**config.mk**
```make
export PLATFORM = sky130hd
export DESIGN_NAME = ray_aabb_err_scoreboard
export DESIGN_NICKNAME = d
export VERILOG_FILES = /design/src/rtl/ray_aabb_err_scoreboard.sv
export SDC_FILE = /design/constraint.sdc
export NUM_CORES = 1
export LEC_CHECK = 0
export CAP_MARGIN = 10
export CORE_AREA = 2 2 129 131
export CTS_BUF_LIST = sky130_fd_sc_hd__clkbuf_8
export CTS_CLUSTER_SIZE = 30
export DETAILED_ROUTE_END_ITERATION = 8
export DIE_AREA = 0 0 131 133
export PLACE_DENSITY = 0.53
export SLEW_MARGIN = 30
export SYNTH_ARGS = -nofsm -noshare
export SYNTH_HDL_FRONTEND = slang
export SYNTH_SLANG_ARGS = --single-unit
```
**constraint.sdc**
```tcl
create_clock -name clk -period 6.7 [get_ports clk]
set_input_delay 1.34 -clock clk [delete_from_list [all_inputs] [get_ports clk]]
set_output_delay 1.34 -clock clk [all_outputs]
set_load 0.1 [all_outputs]
```
**src/rtl/ray_aabb_err_scoreboard.sv**
```systemverilog
// Scores a Ray_AABB core's hit_miss stream against golden bits that are
// delayed by the core latency, counting Type1/Type2 errors per run.
module ray_aabb_err_scoreboard #(
    parameter int unsigned LATENCY   = 34,
    parameter int unsigned NUM_TESTS = 10000,
    parameter int unsigned CNT_W     = 16
) (
    input  logic             clk,
    input  logic             rst,
    input  logic             start,
    input  logic             in_valid,
    input  logic             gold_in,
    input  logic             hit_miss,
    output logic             busy,
    output logic             done,
    output logic [CNT_W-1:0] type1_err,
    output logic [CNT_W-1:0] type2_err,
    output logic [CNT_W-1:0] gold_hits,
    output logic [CNT_W-1:0] checked
);

    typedef enum logic [1:0] {
        S_IDLE,
        S_RUN,
        S_DONE
    } state_t;

    localparam logic [CNT_W-1:0] CNT_MAX = '1;
    localparam logic [31:0]      LAST    = 32'(NUM_TESTS - 1);

    state_t             state_q, state_d;
    logic [LATENCY-1:0] vld_q, vld_d;
    logic [LATENCY-1:0] gold_q, gold_d;
    logic [CNT_W-1:0]   t1_q, t1_d;
    logic [CNT_W-1:0]   t2_q, t2_d;
    logic [CNT_W-1:0]   gh_q, gh_d;
    logic [CNT_W-1:0]   ck_q, ck_d;
    logic               score;
    logic               tap_gold;

    function automatic logic [CNT_W-1:0] sat_inc(input logic [CNT_W-1:0] v,
                                                  input logic en);
        return (en && (v != CNT_MAX)) ? v + CNT_W'(1) : v;
    endfunction

    assign tap_gold = gold_q[LATENCY-1];
    // start has priority: the start edge never scores, even mid-run.
    assign score    = (state_q == S_RUN) && !start && vld_q[LATENCY-1];

    always_comb begin
        state_d = state_q;
        t1_d    = t1_q;
        t2_d    = t2_q;
        gh_d    = gh_q;
        ck_d    = ck_q;
        vld_d   = vld_q << 1;
        gold_d  = gold_q << 1;
        if (start) begin
            vld_d = '0;
        end
        vld_d[0]  = in_valid & (start | (state_q == S_RUN));
        gold_d[0] = gold_in;

        if (start) begin
            t1_d    = '0;
            t2_d    = '0;
            gh_d    = '0;
            ck_d    = '0;
            state_d = S_RUN;
        end else if (score) begin
            ck_d = sat_inc(ck_q, 1'b1);
            gh_d = sat_inc(gh_q, tap_gold);
            t1_d = sat_inc(t1_q, tap_gold & ~hit_miss);
            t2_d = sat_inc(t2_q, ~tap_gold & hit_miss);
            if (32'(ck_q) == LAST) begin
                state_d = S_DONE;
            end
        end
    end

    always_ff @(posedge clk or posedge rst) begin
        if (rst) begin
            state_q <= S_IDLE;
            vld_q   <= '0;
            gold_q  <= '0;
            t1_q    <= '0;
            t2_q    <= '0;
            gh_q    <= '0;
            ck_q    <= '0;
        end else begin
            state_q <= state_d;
            vld_q   <= vld_d;
            gold_q  <= gold_d;
            t1_q    <= t1_d;
            t2_q    <= t2_d;
            gh_q    <= gh_d;
            ck_q    <= ck_d;
        end
    end

    assign busy      = (state_q == S_RUN);
    assign done      = (state_q == S_DONE);
    assign type1_err = t1_q;
    assign type2_err = t2_q;
    assign gold_hits = gh_q;
    assign checked   = ck_q;

endmodule

```
# [Word level (Yosys, flattened, before mapping)]
# Index checks and enable logic that the tools add are counted.
[totals] regBits=134 inputBits=6 out_inout_bits=66 word_cells=57
[classes] addsub=4 eq_ne=7 mux=16 bitwise_logic=6 reduce_logical=17
[op_table] operator="$mux W16" n=12
[op_table] operator="$add A16 B1 Y16 const B" n=4
[op_table] operator="$ne A16 B16 Y1 const B" n=4
[op_table] operator="$mux W34" n=1
[op_table] operator="$eq A16 B14 Y1 const B" n=1
[op_table] operator="$reduce_bool A2 Y1" n=6
[op_table] operator="$reduce_and A2 Y1" n=5
[op_table] operator="$mux W2" n=3
[op_table] operator="$logic_and A1 B1 Y1" n=5
[op_table] operator="$and A1 B1 Y1" n=3
[op_table] operator="$eq A2 B1 Y1 const B" n=1
[op_table] operator="$eq A2 B2 Y1 const B" n=1
[op_table] operator="$not A1 Y1" n=2
[op_table] operator="$logic_not A1 Y1" n=1
[op_table] operator="$or A1 B1 Y1" n=1

# [Depth between registers and ports, before layout]
[logic_depth] ltp_word=6 depth_mapped=7 ltp_nobuf=6

# [Worst setup path before layout]
# Ideal clock, no wire load.
[synth_timing] kind="reg2out" start="register state_q[0]" end="output busy" arrival_time_ns=1.802 required_ns=5.360 path_slack_ns=3.558 path_stages_with_launch=2 n_path_buf=0 path_cell_list="dfrtp_1 nor2b_1"
[synth_via] elab_chain_len=1
[synth_rtl] item="start, declared" line="31" source="state_t state_q, state_d;"
[synth_rtl] item="start signal, assigned" line="91" source="state_q <= state_d;"
[synth_rtl] item="$eq A2 B1 Y1" line="101" source="assign busy = (state_q == S_RUN);"
[synth_rtl] item="end, declared" line="14" source="output logic busy,"
# No other way between the ends.

# [Worst setup path after layout]
# Same ends and word-level chain as after synthesis.

==> reports/results.md <==
| Result | Value |
|---|---|
| Highest-count cells in the layout ignoring fill and taps | sky130_fd_sc_hd__dfrtp_1, sky130_fd_sc_hd__clkdlybuf4s50_1, sky130_fd_sc_hd__nor2_1 |
| Residual DRC | 0 |
| Kind of capture point of the worst setup path | output pin |
| Tot GR Track Use | 13.69% |
| Initial DRC Count | 220 |
| Die width | 131 um |
| Seq. cell area | 0.003353 mm2 |
| Clock Latency Late Sink | 0.43 ns |
| Cells traversed along the worst timing path | nor2b_1 > clkdlybuf4s50_1 |
| Library cell used as clock root buffer | sky130_fd_sc_hd__clkbuf_8 |
| Hold Path Origin | gold_q[8] |
| Hold Crit Class | reg -> reg |
| Endpoint of the lowest-slack register-to-register path | type2_err[0] |
| Critical Path Slowest Stage Cell | sky130_fd_sc_hd__clkdlybuf4s50_1 |
| Multi-input combinational cell area | 0.002029 mm2 |
| Worst min-delay path endpoint | gold_q[9] |
| Number of I/O pins | 72 |
| Hold Worst Slack | 0.3491 ns |
| Post-CTS setup-driven buffer insertion count | 0 |
| Final Cycle Share | 55.41% |
| Fraction of final layout cells sized beyond drive strength 1 | 7.986% |
| Via count | 3840 |
| Cell row count | 47 |
| Worst max-slew margin expressed relative to the limit | 32.14% |
| Cell depth of the worst min-delay path | 0 |
| Critical Path Start Type | flip-flop |
| Post-route minimum period | 3.713 ns |
| Mean area per synthesized cell | 11.28 um2 |
| Number of nets in the finished design | 573 |
| Number of routed nets with antenna violations | 0 |
| Clock-pin transition on the worst setup and hold timing paths | 0.08 ns |
| Post-synthesis net count | 495 |
| Unique masters post-synth | 46 |
| Number of setup violations in the final report | 0 |
| Fill cell count | 1537 |
| Dpl ws | 3.332 ns |
| Initial standard-cell utilization of the core | 33.83% |
| # diodes | 0 |
| Total Neg Setup Slack | 0 ns |
| Most common flop cell mapped by yosys | sky130_fd_sc_hd__dfrtp_1 |
| Average wire per standard cell | 14.02 um |
| Register-to-register setup slack | 4.23 ns |
| Placement Cell Area | 0.006417 mm2 |
| Critical path arrival | 2.37 ns |
| Hold buffers post-CTS | 0 |
| Syn Inst Count | 485 |
| Largest voltage drop on the vdd net | 0.1215 mV |
| Leak pwr | 2.843 nW |
| Worst reg-to-reg path cell count | 6 |
| Number of pins with negative max-slew slack in the final report | 0 |
| Share of flip-flops with an asynchronous set or reset after synthesis | 100.0% |
| Transition time at the pin with the least slew margin | 1.004 ns |
| Kind of cell with the highest combined delay on the critical path | buffers and inverters |
| Most common cell after layout, fill and taps aside | sky130_fd_sc_hd__dfrtp_1 |
| Detail-routed via count per cell | 4.824 |
| Sequential share of the synthesized area | 61.30% |
| Max-capacitance violation count | 0 |
| Fin. Hold Viols | 0 |
| Yosys warns | 0 |
| Status | complete, no violations |
| Port buffer count | 71 |
| Pwr/cell area | 233.7 mW/mm2 |
| Aggregate global routing overflow | 0 |
| Reg2reg start | type2_err[0] |
| Count of H-tree levels built during CTS | 4 |
| Maximum clock frequency | 269.4 MHz |
| Critical path fanouts, max | 6 |
| HPWL after detailed placement | 7.213 mm |
| Number of global-route vias before repair | 3694 |
| Max incr delay on CP | 1.20 ns |
| Final weighted congestion of routability-driven global placement | 0.7803 |
| Initial antenna violation count | 0 |
| Power after layout | 1.606 mW |
| WP buf/inv | 1 |
| Maximum number of pins on one net before global-route repair | 82 |
| Max Root-Sink Buffers | 2 |
| Floorplan Core Area | 0.01617 mm2 |
| Total non-filler cell area in the finished layout | 0.006875 mm2 |
| Type of the setup path with the least slack | reg -> out |
| Number of sinks handled by clock tree synthesis | 134 |
| EDFF count, synth | 0 |
| TritonCTS buffer count | 17 |
| Skew final | 0.01135 ns |
| Global-route wire length before repair | 18.80 mm |
| Total detailed-routing wirelength | 11.16 mm |
| Mapped Area | 0.005470 mm2 |
| Resized cells post-CTS | 0 |
| Flip-flop and latch count after synthesis | 134 |
| CP required | 5.36 ns |
| Synth-to-Final Area Change | 25.69% |
| Die boundary height | 133 um |
| Setup repair after global routing missed its margin | no |
| Die outline area | 0.01742 mm2 |
| First drt pass iteration count | 4 |
| Setup slack after layout | 2.987 ns |
| TritonCTS clock tree | yes |
state kept, by name, summed over array words and instances (netlist names):
name       cells
checked       16
gold_hits     16
gold_q        34
state_q        2
type1_err     16
type2_err     16
vld_q         34
worst max path at each step:
stage,from,to,cells after the start
6_report,state_q[0],busy,2
5_1_grt,state_q[0],busy,2
4_1_cts,state_q[0],busy,2
3_5_place_dp,rst,type2_err[4],3
3_3_place_gp,rst,type2_err[5],3
2_1_floorplan,rst,checked[0],1
worst register-to-register path, delay by kind of cell (launching register included):
family                   cells  cell delay, ns
adder cells (fa/ha/maj)      1            0.22
flip-flops                   1            0.45
AND/OR/NAND/NOR              4            1.46
XOR/XNOR                     1            0.21
per-layer routing:
| metal | track usage, % | up-vias | wire (um) |
|---|---|---|---|
| met3 | 3.963 | 15 | 508 |
| met4 | 4.728 | 0 | 155 |
| met5 | 0 | - | 0 |
| li1 | - | 1834 | - |
| met2 | 19.34 | 86 | 4906 |
| met1 | 20.10 | 1905 | 5590 |
layout make-up:
class / instances / area share, %
clock buffer: 19 / 3.803
clock inverter: 13 / 2.803
inverter: 9 / 0.5278
multi-input combinational: 328 / 29.52
sequential: 134 / 48.77
tap: 220 / 4.004
timing repair buffer: 73 / 10.57
per-stage QoR:
| step | cells | util (%) |
|---|---|---|
| after floorplan | 485 | - |
| final | 796 | 42.51 |
| after global routing | 796 | 42.51 |
| after global placement | 764 | 39.67 |
| after CTS | 796 | 42.49 |
| after detailed placement | 764 | 39.68 |
cell usage after synthesis, drive strengths merged, types with 3 or more instances:
library cell  number  area, um2
dfrtp            134       3353
nor2              66      247.7
nor2b             36      225.2
nand3             25      125.1
xnor2             25      219.0
xor2              25      219.0
nand4             23      156.4
nand2             21      78.83
nor3              16      80.08
o21ai             16      80.08
clkbuf            10      37.54
inv                9      33.78
nor4               9      56.30
and3               6      40.03
and4               6      52.55
and2               5      31.28
o2111ai            5      43.79
buf                4      16.26
ha                 4      50.05
mux2i              4      40.04
nor3b              4      35.03
a21oi              3      15.01
nand2b             3      18.77
nor4b              3      26.28
logic make-up (layout without fill, tap and decap cells):
| kind of cell | count (synthesis) | count (layout) | share of synthesized area (%) |
|---|---|---|---|
| mux | 6 | 6 | 1.212 |
| buf+inv | 23 | 114 | 1.601 |
| xor+xnor | 50 | 50 | 8.005 |
| fa+ha+maj | 4 | 4 | 0.9149 |
| flops | 134 | 134 | 61.30 |
| simple gates | 233 | 233 | 22.87 |
| compound gates | 35 | 35 | 4.094 |
power breakdown:
group	internal [mW]	switching, mW
Combinational	0.00476	0.0258
Clock	0.431	0.322
Sequential	0.820	0.00315
Note: power is estimated with default switching activity, not from simulation.
